--- src/rtl/adc_spi_sampler.sv ---
// adc_spi_sampler: SPI master for an MCP3008-style 10-bit ADC.
// It runs back-to-back single-ended conversions on a latched channel and strobes each result.
module adc_spi_sampler #(
   parameter int CLK_DIV    = 8,
   parameter int GAP_CYCLES = 16
) (
   input  logic       clk,
   input  logic       rst,
   input  logic       enable,
   input  logic [3:0] channel,
   output logic       adc_cs_n,
   output logic       adc_sclk,
   output logic       adc_mosi,
   input  logic       adc_miso,
   output logic       new_sample,
   output logic [9:0] sample,
   output logic [3:0] sample_channel,
   output logic       busy
);
   typedef enum logic [2:0] {IDLE, SETUP, SHIFT, HOLD, GAP} state_t;
   state_t      state_q, state_d;
   logic [15:0] cnt_q, cnt_d;
   logic [4:0]  idx_q, idx_d;
   logic [2:0]  chan_q, chan_d;
   logic [9:0]  sh_q, sh_d, sample_d;
   logic [3:0]  sample_channel_d;
   logic [1:0]  sync_q;
   logic        cs_n_d, sclk_d, mosi_d, new_sample_d, rdy_q, half_done;

   function automatic logic mosi_bit(input logic [4:0] k, input logic [2:0] c);
      return k < 5'd2 ? 1'b1 : k == 5'd2 ? c[2] : k == 5'd3 ? c[1] : k == 5'd4 ? c[0] : 1'b0;
   endfunction

   assign half_done = cnt_q == 16'(CLK_DIV - 1);
   assign busy      = state_q != IDLE;

   always_comb begin
      state_d          = state_q;
      cnt_d            = cnt_q + 16'd1;
      idx_d            = idx_q;
      chan_d           = chan_q;
      sh_d             = sh_q;
      sample_d         = sample;
      sample_channel_d = sample_channel;
      cs_n_d           = adc_cs_n;
      sclk_d           = adc_sclk;
      mosi_d           = adc_mosi;
      new_sample_d     = 1'b0;
      case (state_q)
         IDLE: begin
            cnt_d = '0;
            if (enable && rdy_q && channel <= 4'd7) begin
               state_d = SETUP;
               chan_d  = channel[2:0];
               idx_d   = '0;
               cs_n_d  = 1'b0;
               sclk_d  = 1'b0;
               mosi_d  = 1'b1;
            end
         end
         SETUP: if (half_done) begin
            state_d = SHIFT;
            cnt_d   = '0;
         end
         SHIFT: if (half_done) begin
            cnt_d  = '0;
            sclk_d = ~adc_sclk;
            // falling SCLK edge: capture MISO, advance to the next bit
            if (adc_sclk) begin
               idx_d  = idx_q + 5'd1;
               mosi_d = mosi_bit(idx_q + 5'd1, chan_q);
               if (idx_q >= 5'd7) sh_d = {sh_q[8:0], sync_q[1]};
               if (idx_q == 5'd16) state_d = HOLD;
            end
         end
         HOLD: if (half_done) begin
            state_d          = GAP;
            cnt_d            = '0;
            sample_d         = sh_q;
            sample_channel_d = {1'b0, chan_q};
            new_sample_d     = 1'b1;
         end
         GAP: begin
            // first GAP cycle carries the strobe with cs still low
            cs_n_d = 1'b1;
            mosi_d = 1'b0;
            if (cnt_q == 16'(GAP_CYCLES)) begin
               state_d = IDLE;
               cnt_d   = '0;
            end
         end
         default: state_d = IDLE;
      endcase
   end

   always_ff @(posedge clk or negedge rst) begin
      if (!rst) begin
         state_q        <= IDLE;
         cnt_q          <= '0;
         idx_q          <= '0;
         chan_q         <= '0;
         sh_q           <= '0;
         sync_q         <= '0;
         rdy_q          <= 1'b0;
         adc_cs_n       <= 1'b1;
         adc_sclk       <= 1'b0;
         adc_mosi       <= 1'b0;
         new_sample     <= 1'b0;
         sample         <= '0;
         sample_channel <= '0;
      end else begin
         state_q        <= state_d;
         cnt_q          <= cnt_d;
         idx_q          <= idx_d;
         chan_q         <= chan_d;
         sh_q           <= sh_d;
         sync_q         <= {sync_q[0], adc_miso};
         rdy_q          <= 1'b1;
         adc_cs_n       <= cs_n_d;
         adc_sclk       <= sclk_d;
         adc_mosi       <= mosi_d;
         new_sample     <= new_sample_d;
         sample         <= sample_d;
         sample_channel <= sample_channel_d;
      end
   end
endmodule

--- config.mk ---
export PLATFORM = sky130hd
export DESIGN_NAME = adc_spi_sampler
export DESIGN_NICKNAME = d
export VERILOG_FILES = /design/src/rtl/adc_spi_sampler.sv
export SDC_FILE = /design/constraint.sdc
export NUM_CORES = 1
export LEC_CHECK = 0
export BUFFER_PORTS_ARGS = -buffer_cell sky130_fd_sc_hd__buf_2
export CAP_MARGIN = 20
export CORE_ASPECT_RATIO = 0.6
export CORE_UTILIZATION = 30
export DETAILED_ROUTE_END_ITERATION = 10
export HOLD_SLACK_MARGIN = 0.1
export PLACE_DENSITY_LB_ADDON = 0.12
export SETUP_SLACK_MARGIN = 0.4
export SLEW_MARGIN = 25
export SYNTH_ARGS = -nofsm -noshare
export SYNTH_HDL_FRONTEND = slang
export SYNTH_SLANG_ARGS = --single-unit
--- constraint.sdc ---
create_clock -name clk -period 2.3 [get_ports clk]
set_input_delay 0.46 -clock clk [delete_from_list [all_inputs] [get_ports clk]]
set_output_delay 0.46 -clock clk [all_outputs]
set_load 0.05 [all_outputs]
# After elaboration in Yosys (flattened, before gate mapping)
# Cells that the tools add are included.
# Widths: inputs -> output; s select.
[classes]
n_shift = 0
multipliers = 0
bitwise = 1
n_lt_le_gt_ge = 3
n_div = 0
mux = 29
n_eq_ne = 17
n_addsub = 2
n_reduce_logical = 16
[op_table]
columns = ["operator", "n"]
rows = [
  ["$pmux 16 s3", 1],
  ["$mux 16", 2],
  ["$mux 3", 7],
  ["$add 16x1->16 const B", 1],
  ["$eq 16x3->1 const B", 1],
  ["$eq 16x5->1 const B", 1],
  ["$mux 5", 3],
  ["$pmux 3 s5", 1],
  ["$ne 2x2->1 const B", 7],
  ["$reduce_and 4->1", 3],
  ["$mux 1", 11],
  ["$eq 5x2->1 const B", 2],
  ["$pmux 5 s2", 1],
  ["$reduce_and 7->1", 1],
  ["$eq 3x2->1 const B", 2],
  ["$reduce_and 2->1", 3],
  ["$reduce_bool 3->1", 2],
  ["$add 5x1->5 const B", 1],
  ["$eq 5x3->1 const B", 1],
  ["$eq 5x5->1 const B", 1],
  ["$ge 5x3->1 const B", 1],
  ["$lt 5x2->1 const B", 1],
  ["$le 4x3->1 const B", 1],
  ["$pmux 1 s2", 2],
  ["other kinds (9)", 11],
]
[word_totals]
ff_bits = 57
wordCells = 81
n_memories = 0
ram_bits = 0
mem_bits_ro = 0
in_bits = 8
out_inout_bits = 19
latch_bits = 0

# Logic depth before layout (Yosys ltp)
# Gate-level depths: netlist (run 1).
[depth]
depth_word = 9
depth_mapped = 7
ltp_nobuf = 6

# Worst setup path before layout (run 1)
# Ideal clock, no wire load.
[synth_timing]
path_kind = "register -> register"
start = "register cnt_q[3]"
end = "register sample[2]"
arrival_ps = 1835
period_less_slack_ps = 1960
n_path_buf = 1
t_required_ps = 2175
stages_incl_launch_ff = 6
slack_ps = 340
setup_ps = 125
path_cell_list = "dfrtp_1 -> nor4_4 -> nand4_1 -> nor3_4 -> buf_6 -> mux2_2"
[synth_between]
elab_chain_len = 2
[synth_rtl]
columns = ["item", "line", "source"]
rows = [
  ["start, declared", "22", "logic [15:0] cnt_q, cnt_d;"],
  ["start signal, assigned", "113", "cnt_q <= cnt_d;"],
  ["$eq 16x3->1", "34", "assign half_done = cnt_q == 16'(CLK_DIV - 1);"],
  ["$reduce_and 2->1 (no source line)", "-", ""],
  ["end signal, assigned", "123", "sample <= sample_d;"],
  ["end, declared", "16", "output logic [9:0] sample,"],
]
# Every way passes these cells.
# A chain may end at the register's enable or synchronous reset.

# Worst setup path after layout (run 1)
[layout_timing]
start = "register cnt_q[7]"
end = "register sample_channel[2]"
[layout_between]
elab_chain_len = 2
[layout_rtl]
columns = ["item", "line", "source"]
rows = [
  ["$eq 16x3->1", "34", ""],
  ["$reduce_and 2->1 (no source line)", "-", ""],
  ["end signal, assigned", "124", "sample_channel <= sample_channel_d;"],
  ["end, declared", "17", "output logic [3:0] sample_channel,"],
]
# Every way passes these cells.

==> metrics.txt, run 1 <==
outcome=complete, no violations; crit path launch type=register; count of different cell masters after synthesis=between 40 and 50; multiplexer share of the synthesized area=between 10% and 20%; minimum clock period=1.932 ns; setup TNS=0 ns; CP delay by family, top=simple AND/OR/NAND/NOR gates; hold depth=1; Hold Vio Cnt, Final=0; Post-Syn Area per Cell=~12 µm²; Seq cells post-synth=57; Core Region=between 8000 and 9000 µm²; WP data required=around 2.5 ns; 1st-iter DRT viols=95; CTS tree=yes; Final Setup Violations=0; Setup crit start=cnt_q[7]; Mapped Nets=between 200 and 300; largest net degree at the start of global routing=29; Synth Area in Compound Gates=under 10%; Data arrival, critical path=approximately 2.1 ns; routability congestion estimate=0.7951; synthesis-to-finish area growth=32.90%; top cells by count, synth=56 x dfrtp_1, 16 x a21oi_1, 16 x mux2_2; gr usage total=between 10% and 20%; terminus of the critical flop-to-flop path=sample_channel[2]; area leader, netlist=dfrtp_1; final max-slew violation count=0; FF-to-FF path depth=5; number of diodes=0; CP Capture Type=register; Leakage Power=1.752 nW; Worst VDD drop=roughly 0.41 mV; Antenna Nets Post-Route=0; DRC viols=0; RR Startpoint=cnt_q[7]; Worst Path Buf+Inv=1; Worst-path clk slew=roughly 0.050 ns; clock latency at the later pin of the worst-skew pair=approximately 0.32 ns; crit-path cells=nor4_4, nand4_1, nor3_4, buf_6, mux2_2; Num CTS Buffers=9; root buffer cell=clkbuf_16; DRT Pass-1 Iters=5; Hold Crit Endpoint=sync_q[0]; r2r setup slk=roughly 0.37 ns; CP Max Fanout=7; Power per Cell Area=1019 nW/µm²; Max Cap Violations=0; crit path kind=register to register; HPWL Detailed=around 4600 µm; sequential share of the synthesized area=around half; XOR/XNOR Fraction of Synth Area=roughly 4.7%; clock skew=roughly 0.0047 ns; Slowest Stage Delay on Critical Path=approximately 0.42 ns; nets@finish=roughly 310; Max Buffers Root-to-Sink=2; initial antenna violation count=0; synth top area cells=dfrtp_1 50%, mux2_2 6.4%, mux2_4 5.4%; Mapped Area=~2800 µm²; Vias per Instance=between 4 and 5; GRT overflow=0; WL final=roughly 6800 µm; Post-Synth Simple-Gate Area=roughly 16%; I/O pins=27; Final Util=a little over two fifths; Worst Hold Class=input port to register; WL/cell=roughly 16 µm; Mapped Cells=about 240; most common cell in the netlist=dfrtp_1; # H-tree levels=3; number of synthesized flops with an enable pin=0; Yosys top cell area share=between 50 and 60%; slowest library cell on the worst path=dfrtp_2; combinational family with the most area after synthesis=simple AND/OR/NAND/NOR gates; row cnt=26; Post-Synth Adder-Cell Area=3.129%; IO buf count=25; die height=roughly 77 µm; first-pass GRT wire length=between 10000 and 15000 µm; via count=2050; share of cells above drive strength 1=roughly two fifths; initial core utilization=31.87%; FMAX=0.5175 GHz; clock sinks=57; Die X-Extent=between 100 and 150 µm; Top FF cell, synth=dfrtp_1; period utilization=84.01%; synthesis warning total=0; ys async rst share=between 90% and 100%; vias in the first global route=2055; die area=a little under 10000 µm²; hold path start=adc_miso; RSZ-0062 raised after global routing=true
report_power, final:
group | total, mW | leakage (nW) | switching [mW] | internal [mW]
Sequential | 1.30 | 0.754 | 0.156 | 1.14
Clock | 1.52 | 0.162 | 0.467 | 1.06
Combinational | 0.967 | 0.837 | 0.574 | 0.393
Total | 3.79 | 1.75 | 1.20 | 2.59
state kept, by name, summed over array words and instances (netlist names):
register        count
cnt_q              16
sample             10
sh_q               10
idx_q               5
chan_q              3
sample_channel      3
state_q             3
sync_q              2
adc_cs_n            1
adc_mosi            1
adc_sclk            1
new_sample          1
rdy_q               1
worst register-to-register path: stages, from the launching register on:
cell and delay (ns):
dfrtp_2 0.42, nor4_4 0.39, nand4_1 0.24, nor3_4 0.25, buf_6 0.19, mux2_2 0.34
cell families (layout without fill, tap and decap cells):
kind of cell,count (synthesis),after routing
AO/OA/AOI/OAI,40,40
multiplexers,27,27
other,2,2
adder cells (fa/ha/maj),7,7
buffers and inverters,18,84
flip-flops,57,57
AND/OR/NAND/NOR,70,70
XOR/XNOR,15,15
routing by layer:
layer / global-route usage, % / routed length (µm)
met2: 18.56 / 2396
met5: 0 / 0
met3: 5.024 / 373
met1: 25.18 / 3905
met4: 5.238 / 76
area by class of cell:
cell class,instances,area (µm²)
Fill cell,844,5064
Timing Repair Buffer,57,414.1
Inverter,11,41.29
Tap cell,112,140.1
Sequential cell,57,1435
Clock buffer,9,225.2
Clock inverter,7,118.9
Multi-Input combinational cell,161,1345
stage by stage:
| step | area (µm²) | setup slack, ns | total power [mW] | cells | hold WS [ns] |
|---|---|---|---|---|---|
| global route | 3720 | 0.2512 | 4.012 | 414 | 0.2414 |
| CTS | 3669 | 0.3816 | 3.762 | 411 | 0.2292 |
| finish | 3720 | 0.3677 | 3.790 | 414 | 0.2446 |
| global placement | 3191 | 0.2932 | 2.171 | 385 | 0.3251 |
| detailed placement | 3191 | 0.2818 | 2.158 | 385 | 0.3289 |
| floorplan | 2803 | 0.4026 | 1.850 | 236 | 0.1644 |
what timing repair did:
action                                  in CTS  in global routing
endpoints found under the setup margin      24                 26
hold endpoints to repair                     5                  0
buffers inserted                             8                  3
cloned                                       1                  0
resized for setup                           18                  9
hold buffers                                 1                  0
pin swaps                                    2                  4
how the worst max path moves through the flow:
stage,cells past startpoint,endpoint
floorplan,5,sample[2]
global placement,6,sh_q[9]
detailed placement,5,sample[8]
CTS,5,sample_channel[2]
global route,5,sample_channel[1]
finish,5,sample_channel[2]
placed cells by master (no fill, tap or decap), drive strengths merged, types with 3 or more instances in the layout:
| master | synthesis | final |
|---|---|---|
| nand4 | 6 | 6 |
| mux2 | 26 | 26 |
| or2 | 3 | 3 |
| xor2 | 4 | 4 |
| dfrtp | 56 | 56 |
| nor2 | 7 | 7 |
| ha | 7 | 7 |
| clkbuf | 4 | 9 |
| a21oi | 16 | 16 |
| inv | 11 | 11 |
| nor4 | 7 | 7 |
| xnor2 | 11 | 11 |
| o21ai | 5 | 5 |
| buf | 3 | 56 |
| o211ai | 3 | 3 |
| a21boi | 3 | 3 |
| or3 | 4 | 4 |
| nand2 | 11 | 11 |
| nand3 | 11 | 11 |
| nor3 | 8 | 8 |
| bufinv | 0 | 3 |
No activity file was read; power rests on OpenSTA's default activity.
==> run 2, diff against run 1 <==
- ABC_AREA: default -> 1
- clock period: 2.3 -> 1.9 ns (I/O delays scaled with it)
==> metrics.txt, run 2 <==
combinational power share=36.5% (was 25.5%); Post-Synth Adder-Cell Area=3.055% (was 3.129%); die area=9963 µm² (was 9733 µm²); initial antenna violation count=0 (unchanged); 1st-iter DRT viols=107 (was 95); Final Setup Violations=0 (unchanged); minimum clock period=~1.6 ns; WL/cell=12.87 µm (was 16.31 µm); sequential share of the synthesized area=49.80% (was 51.01%); XOR/XNOR Fraction of Synth Area=4.583% (was 4.694%); DRC viols=0 (unchanged); Mapped Nets=344 (was 251); crit path launch type=register (unchanged); number of diodes=0 (unchanged); CP Max Fanout=3 (was 7); WP data required=1.52 ns (was 2.50 ns); count of different cell masters after synthesis=38 (was 49); Synth Area in Compound Gates=9.865% (was 9.253%); most frequent cells in the layout=82 x nand2_1, 53 x dfrtp_1, 28 x inv_1, 26 x nor2_1, 23 x buf_2 (was 50 x dfrtp_1, 26 x buf_4, 24 x buf_2, 16 x a21oi_1, 16 x mux2_4); Data arrival, critical path=1.22 ns (was 2.14 ns); Leakage Power=1.791 nW (was 1.752 nW); IO buf count=25 (unchanged); share of cells above drive strength 1=32.83% (was 40.73%); ys async rst share=100.0% (unchanged); gr usage total=14.54% (was 15.64%); Post-Syn Area per Cell=8.713 µm² (was 11.86 µm²); WL final=6768 µm (was 6751 µm); routability congestion estimate=0.7908 (was 0.7951); Psw=1.886 mW (was 1.197 mW); area leader, netlist=dfrtp_1 (unchanged); via count=2275 (was 2050); multiplexer share of the synthesized area=0% (was 12.16%); synthesis-to-finish area growth=34.22% (was 32.90%); Critical Path Most Common Cell=inv_2; die height=77.72 µm (was 76.82 µm); period utilization=a little over four fifths; crit path kind=register to output pin (was register to register); RSZ-0062 raised after global routing=true (unchanged); final max-slew violation count=0 (unchanged); GRT overflow=0 (unchanged); DRT Pass-1 Iters=4 (was 5); Sw Share=37.39% (was 31.58%); Reg power frac=30.9% (was 34.3%); Worst Path Buf+Inv=3 (was 1); Worst-Margin Slew=about 0.54 ns; crit-path cells=inv_2, nand2_4, nor2_4, inv_2, buf_8 (was nor4_4, nand4_1, nor3_4, buf_6, mux2_2); clock power share=32.6% (was 40.2%); Post-Synth Simple-Gate Area=25.27% (was 16.41%); first-pass GRT wire length=10740 µm (was 11470 µm); Worst VDD drop=0.9139 mV (was 0.4087 mV); CP delay by family, top=flip-flops (was simple AND/OR/NAND/NOR gates); Max Buffers Root-to-Sink=2 (unchanged); Seq cells post-synth=57 (unchanged); clock sinks=57 (unchanged); Top FF cell, synth=dfrtp_1 (unchanged); top cells by count, synth=87 x nand2_1, 56 x dfrtp_1, 31 x inv_1 (was 56 x dfrtp_1, 16 x a21oi_1, 16 x mux2_2); synthesis warning total=0 (unchanged); Slew headroom=between 60% and 70%; FMAX=~0.63 GHz; Max Cap Violations=0 (unchanged); largest net degree at the start of global routing=58 (was 29); root buffer cell=clkbuf_16 (unchanged); Final Util=41.72% (was 42.35%); number of flip-flops in the largest register=16 (unchanged); Hold Vio Cnt, Final=0 (unchanged); Core Region=9223 µm² (was 8783 µm²); internal power=3.158 mW (was 2.593 mW); Top reg by flops=cnt_q (unchanged); number of synthesized flops with an enable pin=0 (unchanged); row cnt=27 (was 26); outcome=complete, no violations (unchanged); synth top area cells=dfrtp_1 49%, nand2_1 11%, inv_1 4.1% (was dfrtp_1 50%, mux2_2 6.4%, mux2_4 5.4%); most common cell after layout, fill and taps aside=nand2_1 (was dfrtp_1); slowest library cell on the worst path=dfrtp_1 (was dfrtp_2); most common cell in the netlist=nand2_1 (was dfrtp_1); Mapped Cells=329 (was 236); clock skew=0.007822 ns (was 0.004663 ns); Antenna Nets Post-Route=0 (unchanged); CP Capture Type=output pin (was register); Num CTS Buffers=9 (unchanged); setup TNS=0 ns (unchanged); Power per Cell Area=1311 nW/µm² (was 1019 nW/µm²); Largest regs=cnt_q (16), sample (10), sh_q (10) (unchanged); combinational family with the most area after synthesis=simple AND/OR/NAND/NOR gates (unchanged); I/O pins=27 (unchanged); Mapped Area=2866 µm² (was 2799 µm²); vias in the first global route=2093 (was 2055); Worst Hold Class=input port to register (unchanged); Worst-path clk slew=0.05 ns (about the same); Yosys top cell area share=48.89% (was 50.07%); Slowest Stage Delay on Critical Path=0.39 ns (was 0.42 ns); nets@finish=406 (was 312); initial core utilization=31.08% (was 31.87%); HPWL Detailed=3925 µm (was 4616 µm); # H-tree levels=3 (unchanged); Die X-Extent=128.2 µm (was 126.7 µm); CTS tree=yes (unchanged); clock latency at the later pin of the worst-skew pair=0.33 ns (was 0.32 ns); Vias per Instance=4.325 (was 4.952)
run 2: cell count changes after synthesis, moves of 7 or more:
cell / delta
o21ai_1: +16
mux2_4: -10
o21ai_2: +9
inv_1: +20
nand2_1: +76
xor2_1: +7
xnor2_1: -7
mux2_2: -16
inv_2: +7
nor2_1: +23
run 2: worst reg2reg max path, delay by kind of cell (launching register included):
kind,cells,cell delay (ns)
and+or+nand+nor,3,0.89
DFF,1,0.47
AOI/OAI and AO/OA,1,0.06
run 2: layer usage:
metal / wire (µm) / up-vias / global-route usage [%]
met5: 0 / - / 0
met4: 65 / 0 / 5.294
met3: 270 / 6 / 5.379
met2: 2794 / 32 / 19.57
met1: 3637 / 1062 / 20.87
li1: - / 1175 / -
run 2: worst paths after layout:
check                           start    endpoint  slack [ns]  cells after the start
max                        state_q[0]        busy        0.30                      5
min in group asynchronous         rst    cnt_q[8]        0.57                      3
min reg2reg                 sync_q[0]   sync_q[1]        0.36                      0
min                          adc_miso   sync_q[0]        0.15                      1
max in group asynchronous         rst  state_q[2]        1.03                      3
max reg2reg                state_q[2]   sample[2]        0.36                      4
run 2: layout make-up:
class | count | area (µm²)
inverter | 39 | 153.9
tap | 130 | 162.7
fill | 939 | 5375
clock buffer | 10 | 239.0
sequential | 57 | 1431
clock inverter | 6 | 66.31
timing repair buffer | 54 | 426.7
multi-input combinational | 230 | 1368
run 2: repair_timing:
action                                  CTS  global route
gates resized for setup                  10            30
hold endpoints to repair                 56             0
setup buffers                            15             9
hold buffers                              1             0
gates cloned                              2             3
pin swaps                                 2            15
endpoints found under the setup margin   37            42
run 2: power by group through the flow:
stage	registers [mW]	logic (mW)	clock network, mW
global route	1.57	2.01	1.75
global placement	1.58	1.32	0
finish	1.56	1.84	1.65
detailed placement	1.58	1.30	0
floorplan	1.74	0.829	0
CTS	1.54	1.58	1.69
run 2: cell families (layout without fill, tap and decap cells):
group                      after synthesis  after routing
AOI/OAI and AO/OA                       47             47
and+or+nand+nor                        155            159
xor gates and xnor gates                15             15
buffers and inverters                   46            109
DFF                                     57             57
other                                    2              2
adders and majority gates                7              7
run 2: metrics by stage:
stage / instance area, µm² / total power [mW] / instances / hold WS, ns / setup slack, ns
after floorplan: 2867 / 2.572 / 329 / 0.08441 / 0.4260
after global placement: 3136 / 2.900 / 480 / 0.3350 / 0.2739
after detailed placement: 3136 / 2.884 / 480 / 0.3492 / 0.2343
after CTS: 3650 / 4.815 / 514 / 0.1411 / 0.3230
after global routing: 3847 / 5.336 / 526 / 0.1418 / 0.2559
final: 3847 / 5.044 / 526 / 0.1544 / 0.3005
